### src/rtl/sdram_arb_pkg.sv
`default_nettype none
// ============================================================================
// Module      : sdram_arb_pkg
// Description : Shared types and defaults for the two-master SDRAM
//               round-robin arbiter and its read-tag FIFO.
// Revision    : 1.0 - initial release
// ============================================================================
package sdram_arb_pkg;

   localparam int c_DEF_ADDR_W      = 25;
   localparam int c_DEF_DATA_W      = 16;
   localparam int c_DEF_MAX_PENDING = 8;

   // Identifies which master owns a grant or an outstanding read
   typedef logic grant_id_t;

   typedef enum logic [0:0] {
      ST_IDLE  = 1'b0,
      ST_GRANT = 1'b1
   } arb_state_t;

   // Sole requester wins; on contention the master that did not win last time wins
   function automatic grant_id_t pick_winner(input logic i_req0,
                                             input logic i_req1,
                                             input grant_id_t i_last);
      if (i_req0 && i_req1) begin
         return ~i_last;
      end else if (i_req0) begin
         return 1'b0;
      end else begin
         return 1'b1;
      end
   endfunction

endpackage
`default_nettype wire

### src/rtl/arb_tag_fifo.sv
`default_nettype none
// ============================================================================
// Module      : arb_tag_fifo
// Description : Small synchronous FIFO holding the owner tag of every
//               outstanding read. Simultaneous push and pop keep the count
//               unchanged; a pop on an empty FIFO is ignored.
// Revision    : 1.0 - initial release
// ============================================================================
module arb_tag_fifo #(
   parameter int WIDTH = 1,
   parameter int DEPTH = 8
) (
   input  logic                     clk,
   input  logic                     reset_n,
   input  logic                     i_push,
   input  logic [WIDTH-1:0]         i_push_data,
   input  logic                     i_pop,
   output logic [WIDTH-1:0]         o_head,
   output logic                     o_full,
   output logic                     o_empty,
   output logic [$clog2(DEPTH):0]   o_count
);

   localparam int                  c_PTR_W    = $clog2(DEPTH);
   localparam logic [c_PTR_W:0]    c_FULL_CNT = (c_PTR_W+1)'(DEPTH);

   logic [WIDTH-1:0]   r_mem [DEPTH];
   logic [c_PTR_W-1:0] r_wr_ptr;
   logic [c_PTR_W-1:0] r_rd_ptr;
   logic [c_PTR_W:0]   r_count;
   logic               w_do_pop;
   logic               w_do_push;

   // A push at full is only taken when a pop frees the slot in the same cycle
   assign w_do_pop  = i_pop & ~o_empty;
   assign w_do_push = i_push & (~o_full | w_do_pop);

   assign o_full  = (r_count == c_FULL_CNT);
   assign o_empty = (r_count == '0);
   assign o_count = r_count;
   assign o_head  = r_mem[r_rd_ptr];

   // Pointer and occupancy tracking; pointers wrap naturally at power-of-2 depth
   always_ff @(posedge clk) begin
      if (!reset_n) begin
         r_wr_ptr <= '0;
         r_rd_ptr <= '0;
         r_count  <= '0;
      end else begin
         if (w_do_push) begin
            r_wr_ptr <= r_wr_ptr + c_PTR_W'(1);
         end
         if (w_do_pop) begin
            r_rd_ptr <= r_rd_ptr + c_PTR_W'(1);
         end
         if (w_do_push && !w_do_pop) begin
            r_count <= r_count + (c_PTR_W+1)'(1);
         end else if (w_do_pop && !w_do_push) begin
            r_count <= r_count - (c_PTR_W+1)'(1);
         end
      end
   end

   // Tag storage; contents are meaningless until written so no reset is needed
   always_ff @(posedge clk) begin
      if (w_do_push) begin
         r_mem[r_wr_ptr] <= i_push_data;
      end
   end

endmodule
`default_nettype wire

### src/rtl/sdram_rr_arbiter.sv
`default_nettype none
// ============================================================================
// Module      : sdram_rr_arbiter
// Description : Two-master round-robin arbiter in front of the single
//               Avalon-MM port of the SDRAM controller. One transfer per
//               grant; read owners are queued so readdatavalid is routed
//               back to the master that issued the read.
// Revision    : 1.0 - initial release
// ============================================================================
module sdram_rr_arbiter
   import sdram_arb_pkg::*;
#(
   parameter int ADDR_W      = c_DEF_ADDR_W,
   parameter int DATA_W      = c_DEF_DATA_W,
   parameter int MAX_PENDING = c_DEF_MAX_PENDING
) (
   input  logic                          clk,
   input  logic                          reset_n,
   // master 0 : HPS lightweight bridge path
   input  logic [ADDR_W-1:0]             m0_address,
   input  logic                          m0_read,
   input  logic                          m0_write,
   input  logic [DATA_W-1:0]             m0_writedata,
   input  logic [DATA_W/8-1:0]           m0_byteenable,
   output logic                          m0_waitrequest,
   output logic [DATA_W-1:0]             m0_readdata,
   output logic                          m0_readdatavalid,
   // master 1 : min/max scan master
   input  logic [ADDR_W-1:0]             m1_address,
   input  logic                          m1_read,
   input  logic                          m1_write,
   input  logic [DATA_W-1:0]             m1_writedata,
   input  logic [DATA_W/8-1:0]           m1_byteenable,
   output logic                          m1_waitrequest,
   output logic [DATA_W-1:0]             m1_readdata,
   output logic                          m1_readdatavalid,
   // SDRAM controller slave
   output logic [ADDR_W-1:0]             s_address,
   output logic                          s_read,
   output logic                          s_write,
   output logic [DATA_W-1:0]             s_writedata,
   output logic [DATA_W/8-1:0]           s_byteenable,
   input  logic                          s_waitrequest,
   input  logic [DATA_W-1:0]             s_readdata,
   input  logic                          s_readdatavalid,
   // debug
   output logic [1:0]                    state_out,
   output logic [$clog2(MAX_PENDING):0]  pending_out,
   output logic                          err_out
);

   arb_state_t r_state;
   arb_state_t w_state_nxt;
   grant_id_t  r_grant_id;
   grant_id_t  w_grant_nxt;
   grant_id_t  r_last_grant;
   grant_id_t  w_last_nxt;
   logic       r_err;

   logic       w_req0;
   logic       w_req1;
   logic       w_sel_read;
   logic       w_sel_write;
   logic       w_sel_rd_only;
   logic       w_s_read;
   logic       w_s_write;
   logic       w_read_block;
   logic       w_accept;
   logic       w_wait_g;

   logic       w_fifo_full;
   logic       w_fifo_empty;
   grant_id_t  w_fifo_head;
   logic       w_push;

   assign w_req0 = m0_read | m0_write;
   assign w_req1 = m1_read | m1_write;

   // Request strobes of the currently granted master; write wins over read
   assign w_sel_read    = r_grant_id ? m1_read  : m0_read;
   assign w_sel_write   = r_grant_id ? m1_write : m0_write;
   assign w_sel_rd_only = w_sel_read & ~w_sel_write;

   // Slave-side address/data mux follows the registered grant
   assign s_address    = r_grant_id ? m1_address    : m0_address;
   assign s_writedata  = r_grant_id ? m1_writedata  : m0_writedata;
   assign s_byteenable = r_grant_id ? m1_byteenable : m0_byteenable;
   assign s_read       = w_s_read;
   assign s_write      = w_s_write;

   // Next-state, strobe gating and waitrequest generation
   always_comb begin
      w_state_nxt    = r_state;
      w_grant_nxt    = r_grant_id;
      w_last_nxt     = r_last_grant;
      w_s_read       = 1'b0;
      w_s_write      = 1'b0;
      w_read_block   = 1'b0;
      w_accept       = 1'b0;
      w_wait_g       = 1'b1;
      m0_waitrequest = 1'b1;
      m1_waitrequest = 1'b1;
      case (r_state)
         ST_IDLE: begin
            if (w_req0 || w_req1) begin
               w_grant_nxt = pick_winner(w_req0, w_req1, r_last_grant);
               w_state_nxt = ST_GRANT;
            end
         end
         ST_GRANT: begin
            // A read cannot be issued while every tag slot is in use
            w_read_block = w_fifo_full & w_sel_rd_only;
            w_s_write    = w_sel_write;
            w_s_read     = w_sel_rd_only & ~w_fifo_full;
            w_wait_g     = s_waitrequest | w_read_block;
            if (r_grant_id == 1'b0) begin
               m0_waitrequest = w_wait_g;
            end else begin
               m1_waitrequest = w_wait_g;
            end
            w_accept = (w_s_read | w_s_write) & ~s_waitrequest;
            if (w_accept) begin
               w_last_nxt  = r_grant_id;
               w_state_nxt = ST_IDLE;
            end else if (!(w_sel_read || w_sel_write)) begin
               // Granted master withdrew; give up the grant without a transfer
               w_state_nxt = ST_IDLE;
            end
         end
         default: begin
            w_state_nxt = ST_IDLE;
         end
      endcase
   end

   // Arbiter state, grant history and sticky orphan-data flag
   always_ff @(posedge clk) begin
      if (!reset_n) begin
         r_state      <= ST_IDLE;
         r_grant_id   <= 1'b0;
         r_last_grant <= 1'b1;
         r_err        <= 1'b0;
      end else begin
         r_state      <= w_state_nxt;
         r_grant_id   <= w_grant_nxt;
         r_last_grant <= w_last_nxt;
         if (s_readdatavalid && w_fifo_empty) begin
            r_err <= 1'b1;
         end
      end
   end

   assign w_push = w_accept & w_s_read;

   arb_tag_fifo #(
      .WIDTH (1),
      .DEPTH (MAX_PENDING)
   ) u_tag_fifo (
      .clk         (clk),
      .reset_n     (reset_n),
      .i_push      (w_push),
      .i_push_data (r_grant_id),
      .i_pop       (s_readdatavalid),
      .o_head      (w_fifo_head),
      .o_full      (w_fifo_full),
      .o_empty     (w_fifo_empty),
      .o_count     (pending_out)
   );

   // Read data goes to everyone; the head tag decides who sees it as valid
   assign m0_readdata      = s_readdata;
   assign m1_readdata      = s_readdata;
   assign m0_readdatavalid = s_readdatavalid & ~w_fifo_empty & (w_fifo_head == 1'b0);
   assign m1_readdatavalid = s_readdatavalid & ~w_fifo_empty & (w_fifo_head == 1'b1);

   assign state_out = {(r_state == ST_GRANT), (r_state == ST_GRANT) & r_grant_id};
   assign err_out   = r_err;

endmodule
`default_nettype wire

### config.mk
export PLATFORM = sky130hd
export DESIGN_NAME = sdram_rr_arbiter
export DESIGN_NICKNAME = d
export VERILOG_FILES = /design/src/rtl/sdram_arb_pkg.sv /design/src/rtl/arb_tag_fifo.sv /design/src/rtl/sdram_rr_arbiter.sv
export SDC_FILE = /design/constraint.sdc
export NUM_CORES = 1
export LEC_CHECK = 0
export ABC_AREA = 1
export BUFFER_PORTS_ARGS = -buffer_cell sky130_fd_sc_hd__buf_4
export CAP_MARGIN = 25
export CORE_UTILIZATION = 38
export DETAILED_ROUTE_END_ITERATION = 10
export PLACE_DENSITY = 0.88
export SYNTH_ARGS = -nofsm -noshare
export SYNTH_HDL_FRONTEND = slang
export SYNTH_SLANG_ARGS = --single-unit
export TNS_END_PERCENT = 5
### constraint.sdc
create_clock -name clk -period 6.2 [get_ports clk]
set_input_delay 0.62 -clock clk [delete_from_list [all_inputs] [get_ports clk]]
set_output_delay 0.62 -clock clk [all_outputs]
set_load 0.02 [all_outputs]
==> impl_metrics.py <==
metrics = {
    "outcome": {
        "status": "complete, no violations",
    },
    "layout": {
        "layout_commonest_cell": "nand2_1",
        "final_nets": 563,
        "fill_cells": 488,
        "multi_input_area_um2": 1110,
        "syn2layout_area_growth_pct": 45.1,
        "drive_gt1_share_pct": 38.3,
        "antenna_cells": 0,
        "stdcell_count": 516,
        "final_cell_mix": "nand2_1, buf_4, nor2_1, inv_1, dfxtp_1",
        "regArea_um2": 582,
    },
    "floorplan": {
        "die_x_um": 76.4,
        "start_util_pct": 40.4,
        "die_h_um": 76.4,
        "ios": 198,
        "fp-row-count": 26,
        "core_um2": 5200,
        "fp.dieArea_um2": 5830,
    },
    "timing": {
        "min_period_ns": 3.54,
        "finalSetupTns_ns": 0,
        "skew_ns": 0.00351,
        "fmax_ghz": 0.282,
        "rsz0062_at_grt": "no",
        "hold_viol_final": 0,
        "finalMaxSlewViolations": 0,
        "setup_viol": 0,
        "fin_crit_sh_pct": 57.1,
        "worst_slew_pin_slew_ns": 0.908,
        "slew_headroom_pct": 39.4,
    },
    "logic_synthesis": {
        "ys_seq_area_share_pct": 27.6,
        "syn_nets": 454,
        "ys_warn_count": 0,
        "syn_inst": 338,
        "synthDistinctLibCells": 32,
        "synth-seq-cells": 25,
        "ys_async_sr_fraction_pct": 0,
        "synth_edf_count": 8,
        "synth_top_flop_cell": "dfxtp_1",
        "avgSynthCellArea_um2": 6.22,
        "syn_area_um2": 2100,
    },
    "setup_path": {
        "start_kind": "register",
        "r2r_start": "r_grant_id",
        "critPathMaxFanout": 55,
        "cp-end-kind": "register",
        "critPathArrivalTime_ns": 3.74,
        "slowest_stage": "dfxtp_2",
        "cpPeakStageDelay_ns": 0.93,
        "r2r_cells": 17,
        "cp_cell_sequence": "inv_2 -> nand2_1 -> nand2_2 -> nand2_4 -> nor2_8 -> nand3_4 -> clkinv_2 -> ha_1 -> inv_1 -> ha_1 -> nand3_1 -> nand3_1 -> nand2_1 -> nand3b_1 -> nand2_1 -> nand2_1 -> nor2_1",
        "reg2reg_slack_ns": 2.66,
        "critical_path_class": "reg -> reg",
        "required_ns": 6.40,
        "crit_top_cell": "nand2_1",
        "r2r-end": "u_tag_fifo.o_count[3]",
    },
    "clock_network": {
        "post-cts-setup-buffers": 0,
        "cts_buffers": 3,
        "cts.repair.resized": 0,
        "cts_tree": "yes",
        "htree_num_levels": 1,
        "cts_sinks": 25,
        "hold_buffers": 0,
        "clkSlewWorstSetupHoldPaths_ns": 0.09,
        "clk_path_buf_depth": 2,
        "clockRootBuffer": "clkbuf_8",
        "insertion_delay_ns": 0.27,
    },
    "global_routing": {
        "grt_start_max_net_pins": 56,
        "track_usage_pct": 25.7,
        "top_usage_layer": "met2",
        "met1_usage_pct": 25.5,
        "grt_pass1_vias": 2342,
        "grt_antenna_before_repair": 0,
        "overflow": 0,
        "use_met3_pct": 8.14,
        "grt_pass1_wl_um": 11500,
        "grtUsageMet2_pct": 47.3,
    },
    "power_and_ir_drop": {
        "pwr_density_cell_nw_per_um2": 244,
        "p_leak_uw": 0.00170,
        "peakVddDrop_mv": 0.152,
    },
    "hold_path": {
        "min_path_cells": 2,
        "min_to": "err_out",
        "hold_path.startpoint": "err_out",
        "hold_path.class": "reg -> reg",
    },
    "drt": {
        "finalWirelength_um": 7680,
        "ant_nets": 0,
        "avgRoutedWirePerCell_um": 14.9,
        "dr.pass1.iters": 4,
        "dr.first_iter.drc_count": 212,
        "via_count": 2454,
        "routed_via_density": 4.76,
        "drc_errors": 0,
    },
    "placed_design": {
        "hpwl_um": 6450,
        "routabilityCongestion": 0.872,
        "placed_cells": 512,
        "numPortBuffers": 149,
    },
    "job": {
        "drv_cap": 0,
    },
}
-- cells by family after synthesis --
kind of cell	count (synthesis)	share of synthesized area, %
AND/OR/NAND/NOR	207	41.7
flip-flops	25	27.6
adder cells (fa/ha/maj)	6	3.93
buffers and inverters	72	19.4
XOR/XNOR	2	0.834
AO/OA/AOI/OAI	26	6.49
-- through the flow --
step	total power (uW)	cell area, um2	hold slack, ns	utilization, %	worst slack [ns]
6_report	745	3050	0.461	58.6	2.66
5_1_grt	789	3050	0.478	58.6	2.34
4_1_cts	743	3050	0.461	58.6	2.69
3_5_place_dp	646	3000	0.447	57.7	2.77
3_3_place_gp	631	3000	0.443	57.7	2.98
2_1_floorplan	500	2100	0.430	-	3.96
-- power breakdown --
| part | internal, uW | switching (uW) |
|---|---|---|
| sequential | 198 | 38.0 |
| combinational | 172 | 238 |
| clock | 45.0 | 53.3 |
| total | 415 | 330 |
-- worst max path at each step --
stage                     from                    end  slack, ns  depth (start not counted)
floorplan             m1_write  u_tag_fifo.o_count[3]       3.96                         17
detailed placement  r_grant_id  u_tag_fifo.o_count[3]       2.77                         16
global placement    r_grant_id  u_tag_fifo.o_count[3]       2.98                         16
CTS                 r_grant_id  u_tag_fifo.o_count[3]       2.69                         17
global route        r_grant_id  u_tag_fifo.o_count[3]       2.34                         17
finish              r_grant_id  u_tag_fifo.o_count[3]       2.66                         17
-- metal layers --
metal	part of all wire, %	wire length (um)
met5	0	0
met2	52	4020
met1	33	2540
met3	9.1	702
met4	5.4	414
-- cells in the mapped netlist (4+ instances only) --
cell type  count  share of area, %
o21ai_0       11               2.6
nor2_1        22               3.9
nand2_1      158                28
dfxtp_1       17                16
clkbuf_1       9               1.6
nor2_2         5               1.5
buf_4         34                12
edfxtp_1       8                11
ha_1           5               3.0
inv_1         22               3.9
a21oi_1       10               2.4
nand3_1        8               1.9
inv_2          4              0.71
-- final cells by class --
| cell class | instances | area share, % |
|---|---|---|
| flip-flops and latches | 25 | 19.1 |
| repair buffers | 149 | 36.7 |
| clock inverters | 1 | 0.164 |
| inverters | 27 | 3.36 |
| multi-input cells | 241 | 36.5 |
| clock buffers | 3 | 1.35 |
| well taps | 70 | 2.87 |
-- worst max-delay path, delay by kind of cell (launching register included) --
family                     cells  cell delay, ns
buffers and inverters          3            0.76
DFF                            1            0.93
and+or+nand+nor               12            1.22
adders and majority gates      2            0.51
Power figures use the tool's default switching activity.
